--- src/rtl/instr_fetch_unit.sv ---
// Instruction fetch stage: one-entry instruction buffer fed by a single-outstanding memory read.
// Define FETCH_PREFETCH_EN to fetch pc+1 automatically after every accepted instruction.
module instr_fetch_unit #(
   parameter int ADDR_WIDTH  = 4,
   parameter int INSTR_WIDTH = 8
) (
   input  logic                   clk,
   input  logic                   reset,
   input  logic [ADDR_WIDTH-1:0]  pc,
   input  logic                   fetch_req,
   output logic                   instr_valid,
   output logic [INSTR_WIDTH-1:0] next_instr,
   output logic                   mem_rd_en,
   output logic [ADDR_WIDTH-1:0]  mem_addr,
   input  logic                   mem_rd_valid,
   input  logic [INSTR_WIDTH-1:0] mem_rd_data
);

   typedef enum logic {
      IDLE = 1'b0,
      WAIT = 1'b1
   } state_t;

   state_t                 state_reg;
   logic                   buf_valid_reg;
   logic [ADDR_WIDTH-1:0]  buf_addr_reg;
   logic [INSTR_WIDTH-1:0] buf_data_reg;
   logic [ADDR_WIDTH-1:0]  pend_addr_reg;
   logic                   mem_rd_en_reg;
   logic [ADDR_WIDTH-1:0]  mem_addr_reg;
   logic                   hit;

   assign hit         = buf_valid_reg && (buf_addr_reg == pc);
   assign instr_valid = fetch_req && hit;
   assign next_instr  = buf_data_reg;
   assign mem_rd_en   = mem_rd_en_reg;
   assign mem_addr    = mem_addr_reg;

`ifdef FETCH_PREFETCH_EN
   logic [ADDR_WIDTH-1:0] pc_plus_one;
   // Natural wrap of the address width takes the last address back to 0.
   assign pc_plus_one = pc + ADDR_WIDTH'(1);
`endif

   always_ff @(posedge clk or posedge reset) begin
      if (reset) begin
         state_reg     <= IDLE;
         buf_valid_reg <= 1'b0;
         buf_addr_reg  <= '0;
         buf_data_reg  <= '0;
         pend_addr_reg <= '0;
         mem_rd_en_reg <= 1'b0;
         mem_addr_reg  <= '0;
      end else begin
         mem_rd_en_reg <= 1'b0;
         case (state_reg)
            IDLE: begin
               // Read strobes arriving with nothing outstanding are dropped here.
               if (fetch_req && !hit) begin
                  mem_rd_en_reg <= 1'b1;
                  mem_addr_reg  <= pc;
                  pend_addr_reg <= pc;
                  state_reg     <= WAIT;
               end
`ifdef FETCH_PREFETCH_EN
               else if (instr_valid) begin
                  mem_rd_en_reg <= 1'b1;
                  mem_addr_reg  <= pc_plus_one;
                  pend_addr_reg <= pc_plus_one;
                  state_reg     <= WAIT;
               end
`endif
            end
            WAIT: begin
               // Returned data is buffered even if pc has moved on; the next
               // IDLE cycle re-evaluates the hit against the new address.
               if (mem_rd_valid) begin
                  buf_valid_reg <= 1'b1;
                  buf_addr_reg  <= pend_addr_reg;
                  buf_data_reg  <= mem_rd_data;
                  state_reg     <= IDLE;
               end
            end
            default: state_reg <= IDLE;
         endcase
      end
   end

endmodule

--- config.mk ---
export PLATFORM = sky130hd
export DESIGN_NAME = instr_fetch_unit
export DESIGN_NICKNAME = d
export VERILOG_FILES = /design/src/rtl/instr_fetch_unit.sv
export SDC_FILE = /design/constraint.sdc
export NUM_CORES = 1
export LEC_CHECK = 0
export ABC_AREA = 1
export CAP_MARGIN = 20
export CORE_MARGIN = 3
export CORE_UTILIZATION = 30
export CTS_BUF_LIST = sky130_fd_sc_hd__clkbuf_4 sky130_fd_sc_hd__clkbuf_8
export DETAILED_ROUTE_END_ITERATION = 8
export GPL_TIMING_DRIVEN = 0
export PLACE_DENSITY = 0.56
export SLEW_MARGIN = 20
export SYNTH_ARGS = -nofsm -noshare
export SYNTH_HDL_FRONTEND = slang
export SYNTH_SLANG_ARGS = --single-unit
--- constraint.sdc ---
create_clock -name clk -period 1.5 [get_ports clk]
set_input_delay 0.3 -clock clk [delete_from_list [all_inputs] [get_ports clk]]
set_output_delay 0.3 -clock clk [all_outputs]
set_load 0.05 [all_outputs]
==> results of run 1 <==
[worst min-delay path, cell delays in order]
cell and delay (ns):
dlymetal6s2s_1 0.11, nand3_1 0.08, nand2_1 0.06
[cell families after synthesis]
family          after synthesis  share of synthesized area [%]
buf+inv                      11                           5.88
compound gates                3                           1.81
flops                        19                           57.3
simple gates                 31                           18.1
xor+xnor                      1                           1.06
mux                          10                           15.8
[cell usage after synthesis (all sizes together)]
cell type,number,area [um2]
nand3,5,37.5
xnor2,1,8.76
nand2,19,81.3
dfrtp,19,475
a21oi,2,10.0
inv,10,37.5
buf,1,11.3
mux2,10,131
o21ai,1,5.00
nor2,7,31.3
[repair_timing]
item / in CTS / in global routing
pin swaps: 3 / 6
gates resized for setup: 31 / 15
buffers inserted: 1 / 1
gates cloned: 0 / 0
hold buffers: 0 / 0
endpoints found under the setup margin: 14 / 11
[power breakdown]
part           internal (uW)  switching [uW]
sequential               744             139
combinational            483             952
clock                    121             153
total                   1350            1240
[through the flow]
step / std cells / power, uW
floorplan: 75 / 1940
global placement: 134 / 2420
detailed placement: 134 / 2440
CTS: 139 / 2640
global route: 140 / 2770
finish: 140 / 2590
[area by class of cell]
class | instances | area share, %
buffer | 1 | 0.953
clock buffer | 4 | 2.54
inverter | 10 | 3.18
multi-input combinational | 45 | 26.5
sequential | 19 | 40.3
tap | 30 | 3.18
timing repair buffer | 31 | 23.4
[layout by cell type, fill, tap and decap left out, types with 2 or more instances in the layout]
cell type	n
a21oi_1	2
buf_4	2
clkbuf_2	7
clkbuf_4	4
clkdlybuf4s15_1	3
clkdlybuf4s15_2	2
clkdlybuf4s50_1	12
dfrtp_1	19
dlygate4sd2_1	3
inv_1	10
mux2_2	5
mux2_4	5
nand2_1	17
nand3_1	4
nor2_1	4
nor2_2	2
[worst max-delay path by stage]
stage / from / to / slack, ns
2_1_floorplan: buf_addr_reg[2] / instr_valid / 0.01
3_3_place_gp: pc[0] / instr_valid / -0.97
3_5_place_dp: pc[0] / instr_valid / -0.96
4_1_cts: pc[3] / instr_valid / -0.25
5_1_grt: buf_addr_reg[1] / instr_valid / -0.26
6_report: pc[2] / instr_valid / -0.17
[per-layer routing]
metal | global-route usage (%) | up-vias | part of all wire, %
met5 | 0 | - | 0
met4 | 3.88 | 0 | 0
met3 | 3.07 | 0 | 5.6
met2 | 15.8 | 18 | 48
met1 | 14.5 | 295 | 46
li1 | - | 302 | -
==> flow_summary_export.csv, run 1 <==
group,metric,value,unit
cells_and_area,largest_reg_flops,8,
global_routing,grt_overflow,0,
setup_path,crit_chain,"clkdlybuf4s50_1 > xnor2_1 > nand3_4 > nor2_4 > buf_8",
setup_path,crit_buf_inv,2,
setup_path,start_kind,"input pin",
placed_design,place_area,1160,um2
floorplan,core_area,2540,um2
drt,vias_per_cell,4.39,
timing,fin_setup_tns,-0.174,ns
placed_design,numPortBuffers,29,
floorplan,die_x,58.6,um
setup_path,worstPathRequired,1.20,ns
timing,slew_headroom,51.6,%
setup_path,cp_num_cells,5,
cts,cts_made_buffers,3,
timing,setup_ws,-0.174,ns
setup_path,reg2regPathDepth,5,
cells_and_area,nFillCells,250,
min_path,whs_path_depth,3,
timing,rsz0062_at_grt,"yes",
synthesis,ys_seq_area_share,57.3,%
setup_path,criticalPathCategory,"input pin to output port",
power,ir_worst_vdd,0.00114,V
timing,fin_crit_sh,112,%
global_routing,grt_pass1_vias,636,
min_path,hp-class,"input pin to register",
floorplan,die_y,58.6,um
cells_and_area,regArea,475,um2
run_status,status,"finished, violations left",
min_path,hold_path_startpoint,"pc[3]",
setup_path,worstPathMaxFanout,2,
power,p_per_area,2200,nW/um2
cts,cts_htree_levels,1,
run_status,violations,"negative setup slack",
min_path,min_to,"mem_addr[3]",
global_routing,grt_antenna_before_repair,0,
timing,period_minus_slack,1.67,ns
cts,clk_pin_slew_worst_paths,0.11,ns
timing,setup_violations,1,
floorplan,io_pins,30,
synthesis,ys_types,15,
cells_and_area,num-nets-final,127,
setup_path,crit-reg2reg-launch,"buf_addr_reg[2]",
timing,worst_hold_slack,0.276,ns
setup_path,crit_arrival,1.37,ns
global_routing,grt_usage,10.5,%
setup_path,crit_family,"buffers and inverters",
drt,drtIter0Drc,10,
timing,max_freq,597,MHz
cts,ctsRootBufferMaster,"clkbuf_4",
cts,clock_latency,0.29,ns
setup_path,reg2reg_to,"state_reg",
synthesis,synth_nets,91,
placed_design,place.gp.congestion,0.744,
drt,drtAntennaViolNets,0,
run,maxCapViolations,0,
drt,num_vias,615,
timing,worst_pin_slew,0.725,ns
placed_design,dp_hpwl,1210,um
cts,clk_path_buf_depth,2,
timing,hold_viol,0,
cells_and_area,multi_input_area,313,um2
synthesis,syn_avg_cell_area,11.1,um2
cells_and_area,final_util,46.4,%
drt,dr.pass1.iters,4,
setup_path,critPathSlowestCell,"clkdlybuf4s50_1",
timing,slew_violations,0,
setup_path,setup.worst_path.end_class,"output port",
synthesis,synth_warnings,0,
placed_design,pre_cts_slack,-0.963,ns
drt,drc,0,
cts,cts_tree,"done",
global_routing,grt_pass1_wl,2790,um
floorplan,die_area,3430,um2
cts,cts.sinks,19,
floorplan,start_util,32.6,%
synthesis,synth_area,830,um2
synthesis,ys_ff_latch,19,
timing,finalClockSkew,0.0110,ns
cells_and_area,drive_gt1_share,30.0,%
cells_and_area,antenna_cells,0,
power,leakagePower,0.000611,uW
drt,wl_per_cell,11.6,um
synthesis,synthCells,75,
drt,drt-total-wl,1620,um
global_routing,grt_max_degree,20,
cells_and_area,final_area,1180,um2
cells_and_area,area_growth,42.4,%
setup_path,reg2reg_slack,0.27,ns
floorplan,rows,18,
setup_path,cpPeakStageDelay,0.44,ns
No activity file was read; power rests on OpenSTA's default activity.
==> run 2, diff against run 1 <==
--- a/config.mk
+++ b/config.mk
@@ -7,7 +7,6 @@
 export LEC_CHECK = 0
 export ABC_AREA = 1
 export CAP_MARGIN = 20
-export CORE_MARGIN = 3
 export CORE_UTILIZATION = 30
 export CTS_BUF_LIST = sky130_fd_sc_hd__clkbuf_4 sky130_fd_sc_hd__clkbuf_8
 export DETAILED_ROUTE_END_ITERATION = 8
==> flow_summary_export.csv, run 2 (same netlist as run 1, synthesis figures left out) <==
group,metric,value,unit
floorplan,die_y,54.6,um
power,power.switching,1240,uW
cells_and_area,layout_common_cells,"dfrtp_1 (19), nand2_1 (17), clkdlybuf4s50_1 (12)",
timing,rsz0062_at_grt,"yes",
timing,max_freq,618,MHz
run_status,status,"finished, violations left",
placed_design,dp_hpwl,1150,um
global_routing,grt_usage,11.9,%
setup_path,worstPathRequired,1.20,ns
cts,cts_htree_levels,1,
cells_and_area,num-nets-final,127,
timing,worst_hold_slack,0.279,ns
run,maxCapViolations,0,
floorplan,die_area,2980,um2
drt,drc,0,
floorplan,core_area,2540,um2
global_routing,grt_pass1_vias,567,
power,leakagePower,0.000620,uW
cells_and_area,area_growth,42.2,%
power,p_sw_share,48.1,%
cts,clk_pin_slew_worst_paths,0.11,ns
power,fin_total_pwr,2590,uW
cts,cts.sinks,19,
power,ir_worst_vdd,0.00122,V
global_routing,grt_antenna_before_repair,0,
drt,drtIter0Drc,5,
cts,cts_tree,"done",
global_routing,grt_pass1_wl,2480,um
floorplan,rows,18,
timing,worst_pin_slew,0.725,ns
drt,vias_per_cell,4.34,
cells_and_area,drive_gt1_share,32.7,%
drt,drt-total-wl,1560,um
cts,clk_path_buf_depth,2,
cells_and_area,largest_reg_flops,8,
timing,setup_violations,1,
drt,wl_per_cell,11.1,um
global_routing,grt_max_degree,20,
timing,finalClockSkew,0.00546,ns
floorplan,die_x,54.6,um
cells_and_area,final_util,46.4,%
timing,fin_crit_sh,108,%
power,power_frac_seq,34.3,%
setup_path,start_kind,"input pin",
power,p_int,1340,uW
placed_design,place.gp.congestion,0.740,
timing,hold_viol,0,
timing,setup_ws,-0.117,ns
setup_path,setup.worst_path.end_class,"output port",
timing,slew_headroom,51.6,%
setup_path,worstPathMaxFanout,2,
timing,period_minus_slack,1.62,ns
timing,slew_violations,0,
cells_and_area,final_common_cell,"dfrtp_1",
cts,clock_latency,0.29,ns
cells_and_area,antenna_cells,0,
cts,ctsRootBufferMaster,"clkbuf_4",
floorplan,start_util,32.6,%
drt,num_vias,608,
floorplan,io_pins,30,
timing,fin_setup_tns,-0.117,ns
drt,drtAntennaViolNets,0,
power,pwr-share-clk,10.6,%
drt,dr.pass1.iters,2,
global_routing,grt_overflow,0,
cts,cts_made_buffers,3,
placed_design,pre_cts_slack,-0.981,ns
placed_design,numPortBuffers,29,
cells_and_area,regArea,475,um2
run_status,violations,"negative setup slack",
power,p_per_area,2190,nW/um2
setup_path,criticalPathCategory,"input pin to output port",
cts,cts-hold-fix-buffers,0,
setup_path,crit_arrival,1.32,ns
cells_and_area,multi_input_area,320,um2
cells_and_area,nFillCells,259,
min_path,hp-class,"input pin to register",
power,p_comb_share,55.0,%
run 2: routing by layer:
layer,wire [um],track usage [%]
met5,0,0
met2,751,19.1
met4,14,3.85
met1,694,14.5
met3,99,4.44
run 2: what timing repair did:
action	CTS	global route
buffers inserted	1	1
endpoints found under the setup margin	14	12
pin swaps	1	3
gates resized for setup	27	22
run 2: area by class of cell:
class / instances / share of cell area [%]
Timing Repair Buffer: 31 / 22.7
Inverter: 10 / 3.18
Clock buffer: 4 / 2.55
Buffer: 1 / 0.954
Sequential cell: 19 / 40.3
Multi-Input combinational cell: 45 / 27.1
Tap cell: 30 / 3.18
run 2: per-stage QoR:
stage | instance area (um2) | std cells
floorplan | 832 | 75
global placement | 1160 | 134
detailed placement | 1160 | 134
CTS | 1190 | 139
global route | 1180 | 140
finish | 1180 | 140
run 2: critical path, cell delays in order:
cell,delay [ns]
clkdlybuf4s50_1,0.52
xnor2_2,0.15
nand3_4,0.11
nor2_4,0.09
buf_6,0.16
run 2: worst paths after layout:
path | startpoint | end | slack, ns | cells after the start
worst min register to register | buf_valid_reg | buf_valid_reg | 0.48 | 2
worst min-delay path | pc[3] | mem_addr[3] | 0.28 | 3
worst max-delay path | pc[2] | instr_valid | -0.12 | 5
max in group asynchronous | reset | buf_addr_reg[1] | 0.63 | 2
worst max register to register | buf_addr_reg[3] | state_reg | 0.30 | 7
min in group asynchronous | reset | mem_addr[0] | 0.42 | 2
run 2: power by group through the flow:
stage	Combinational, uW	Clock, uW	Sequential [uW]
floorplan	457	0	1490
global placement	1530	0	889
detailed placement	1530	0	899
CTS	1440	286	883
global route	1500	310	923
finish	1420	275	888
==> run 3, diff against run 2 <==
--- a/config.mk
+++ b/config.mk
@@ -11,7 +11,7 @@
 export CTS_BUF_LIST = sky130_fd_sc_hd__clkbuf_4 sky130_fd_sc_hd__clkbuf_8
 export DETAILED_ROUTE_END_ITERATION = 8
 export GPL_TIMING_DRIVEN = 0
-export PLACE_DENSITY = 0.56
+export PLACE_DENSITY = 0.58
 export SLEW_MARGIN = 20
 export SYNTH_ARGS = -nofsm -noshare
 export SYNTH_HDL_FRONTEND = slang
==> constraint.sdc (replaced) <==
create_clock -name clk -period 1.4 [get_ports clk]
set_input_delay 0.28 -clock clk [delete_from_list [all_inputs] [get_ports clk]]
set_output_delay 0.28 -clock clk [all_outputs]
set_load 0.05 [all_outputs]
==> flow_summary_export.csv, run 3 (same netlist as run 1, synthesis figures left out) <==
group,metric,value,unit
run_status,status,"finished, violations left",
run_status,violations,"negative setup slack",
drt,wl_per_cell,11.3,um
cells_and_area,nFillCells,254,
timing,hold_viol,0,
placed_design,place.gp.congestion,0.695,
cells_and_area,area_growth,48.1,%
global_routing,grt_usage,12.7,%
drt,drtAntennaViolNets,0,
placed_design,pre_cts_slack,-1.03,ns
cts,cts_tree,"done",
setup_path,critPathSlowestCell,"clkdlybuf4s50_1",
cts,cts_made_buffers,3,
timing,worst_pin_slew,0.714,ns
global_routing,grt_overflow,0,
cells_and_area,final_common_cell,"dfrtp_1",
setup_path,crit_chain,"clkdlybuf4s50_1 > xnor2_2 > nand3_4 > nor2_4 > buf_6",
setup_path,setup.worst_path.end_class,"output port",
cts,clock_latency,0.29,ns
drt,vias_per_cell,4.42,
placed_design,place_inst,134,
placed_design,place_area,1160,um2
global_routing,grt_max_degree,20,
floorplan,die_x,54.6,um
cts,clk_pin_slew_worst_paths,0.11,ns
floorplan,rows,18,
setup_path,worstPathMaxFanout,2,
floorplan,core_area,2540,um2
timing,fin_setup_tns,-0.185,ns
timing,rsz0062_at_grt,"yes",
power,fin_total_pwr,2870,uW
setup_path,crit_arrival,1.30,ns
drt,drtIter0Drc,2,
drt,dr.pass1.iters,4,
cells_and_area,layout_common_cells,"dfrtp_1 (19), nand2_1 (17), clkdlybuf4s50_1 (12)",
timing,fin_crit_sh,113,%
min_path,hp-class,"input pin to register",
global_routing,grt_pass1_wl,2640,um
power,leakagePower,0.000612,uW
setup_path,start_kind,"input pin",
run,maxCapViolations,0,
setup_path,worstPathRequired,1.12,ns
floorplan,start_util,32.6,%
timing,setup_violations,1,
power,p_per_area,2340,nW/um2
cells_and_area,num-nets-final,128,
cts,cts-hold-fix-buffers,0,
timing,slew_headroom,52.3,%
placed_design,dp_hpwl,1200,um
drt,drc,0,
cts,clk_path_buf_depth,2,
power,ir_worst_vdd,0.00115,V
cells_and_area,antenna_cells,0,
floorplan,io_pins,30,
cells_and_area,multi_input_area,320,um2
cells_and_area,drive_gt1_share,36.0,%
cells_and_area,largest_reg_flops,8,
timing,finalClockSkew,0.000690,ns
setup_path,cpPeakStageDelay,0.53,ns
floorplan,die_area,2980,um2
timing,period_minus_slack,1.58,ns
global_routing,grt_pass1_vias,604,
drt,drt-total-wl,1600,um
cts,cts.sinks,19,
global_routing,grt_antenna_before_repair,0,
cells_and_area,regArea,475,um2
timing,setup_ws,-0.185,ns
timing,slew_violations,0,
setup_path,criticalPathCategory,"input pin to output port",
cells_and_area,layout.cells.non_filler,141,
cells_and_area,final_area,1230,um2
drt,num_vias,623,
timing,max_freq,631,MHz
cts,cts_htree_levels,1,
floorplan,die_y,54.6,um
placed_design,numPortBuffers,29,
cts,ctsRootBufferMaster,"clkbuf_4",
run 3: final timing paths:
check | from | to | slack [ns] | depth (start not counted)
worst max-delay path | pc[2] | instr_valid | -0.18 | 5
worst min-delay path | pc[3] | mem_addr[3] | 0.36 | 3
worst max register to register | buf_addr_reg[3] | state_reg | 0.20 | 7
worst min register to register | buf_valid_reg | buf_valid_reg | 0.48 | 2
max in group asynchronous | reset | buf_addr_reg[3] | 0.57 | 2
min in group asynchronous | reset | next_instr[7] | 0.39 | 2
run 3: cell type report:
cell class,count,share of cell area (%)
Timing Repair Buffer,32,26.0
Buffer,1,0.916
Sequential cell,19,38.7
Multi-Input combinational cell,45,26.1
Clock inverter,1,0.407
Inverter,10,3.05
Clock buffer,3,1.83
Tap cell,30,3.05
run 3: metal layers:
layer | track usage [%] | part of all wire [%] | up-vias | routed length (um)
met1 | 17.6 | 45 | 302 | 720
li1 | - | - | 304 | -
met5 | 0 | 0 | - | 0
met2 | 17.9 | 48 | 17 | 770
met4 | 5.13 | 0 | 0 | 0
met3 | 4.17 | 6.6 | 0 | 105
run 3: stage by stage:
| stage | utilization, % | hold slack [ns] |
|---|---|---|
| after global placement | 45.8 | 0.451 |
| after detailed placement | 45.8 | 0.456 |
| after CTS | 48.3 | 0.358 |
| after global routing | 48.3 | 0.376 |
| after floorplan | - | 0.231 |
| final | 48.3 | 0.360 |
run 3: timing repair:
| action | 4_1_cts | 5_1_grt |
|---|---|---|
| pin swaps | 4 | 5 |
| setup endpoints to repair | 14 | 3 |
| gates cloned | 0 | 0 |
| gates resized for setup | 50 | 4 |
| hold endpoints to repair | 0 | 0 |
| buffers inserted | 2 | 1 |
run 3: worst max-delay path, delay by kind of cell:
kind                      cells  cell delay (ns)
buffers and inverters         2             0.69
xor gates and xnor gates      1             0.14
and+or+nand+nor               2             0.19
run 3: where the power goes:
part	switching [uW]	internal, uW	total (uW)
Sequential	158	797	955
Combinational	1030	615	1640
Clock	170	106	277
Total	1360	1520	2870
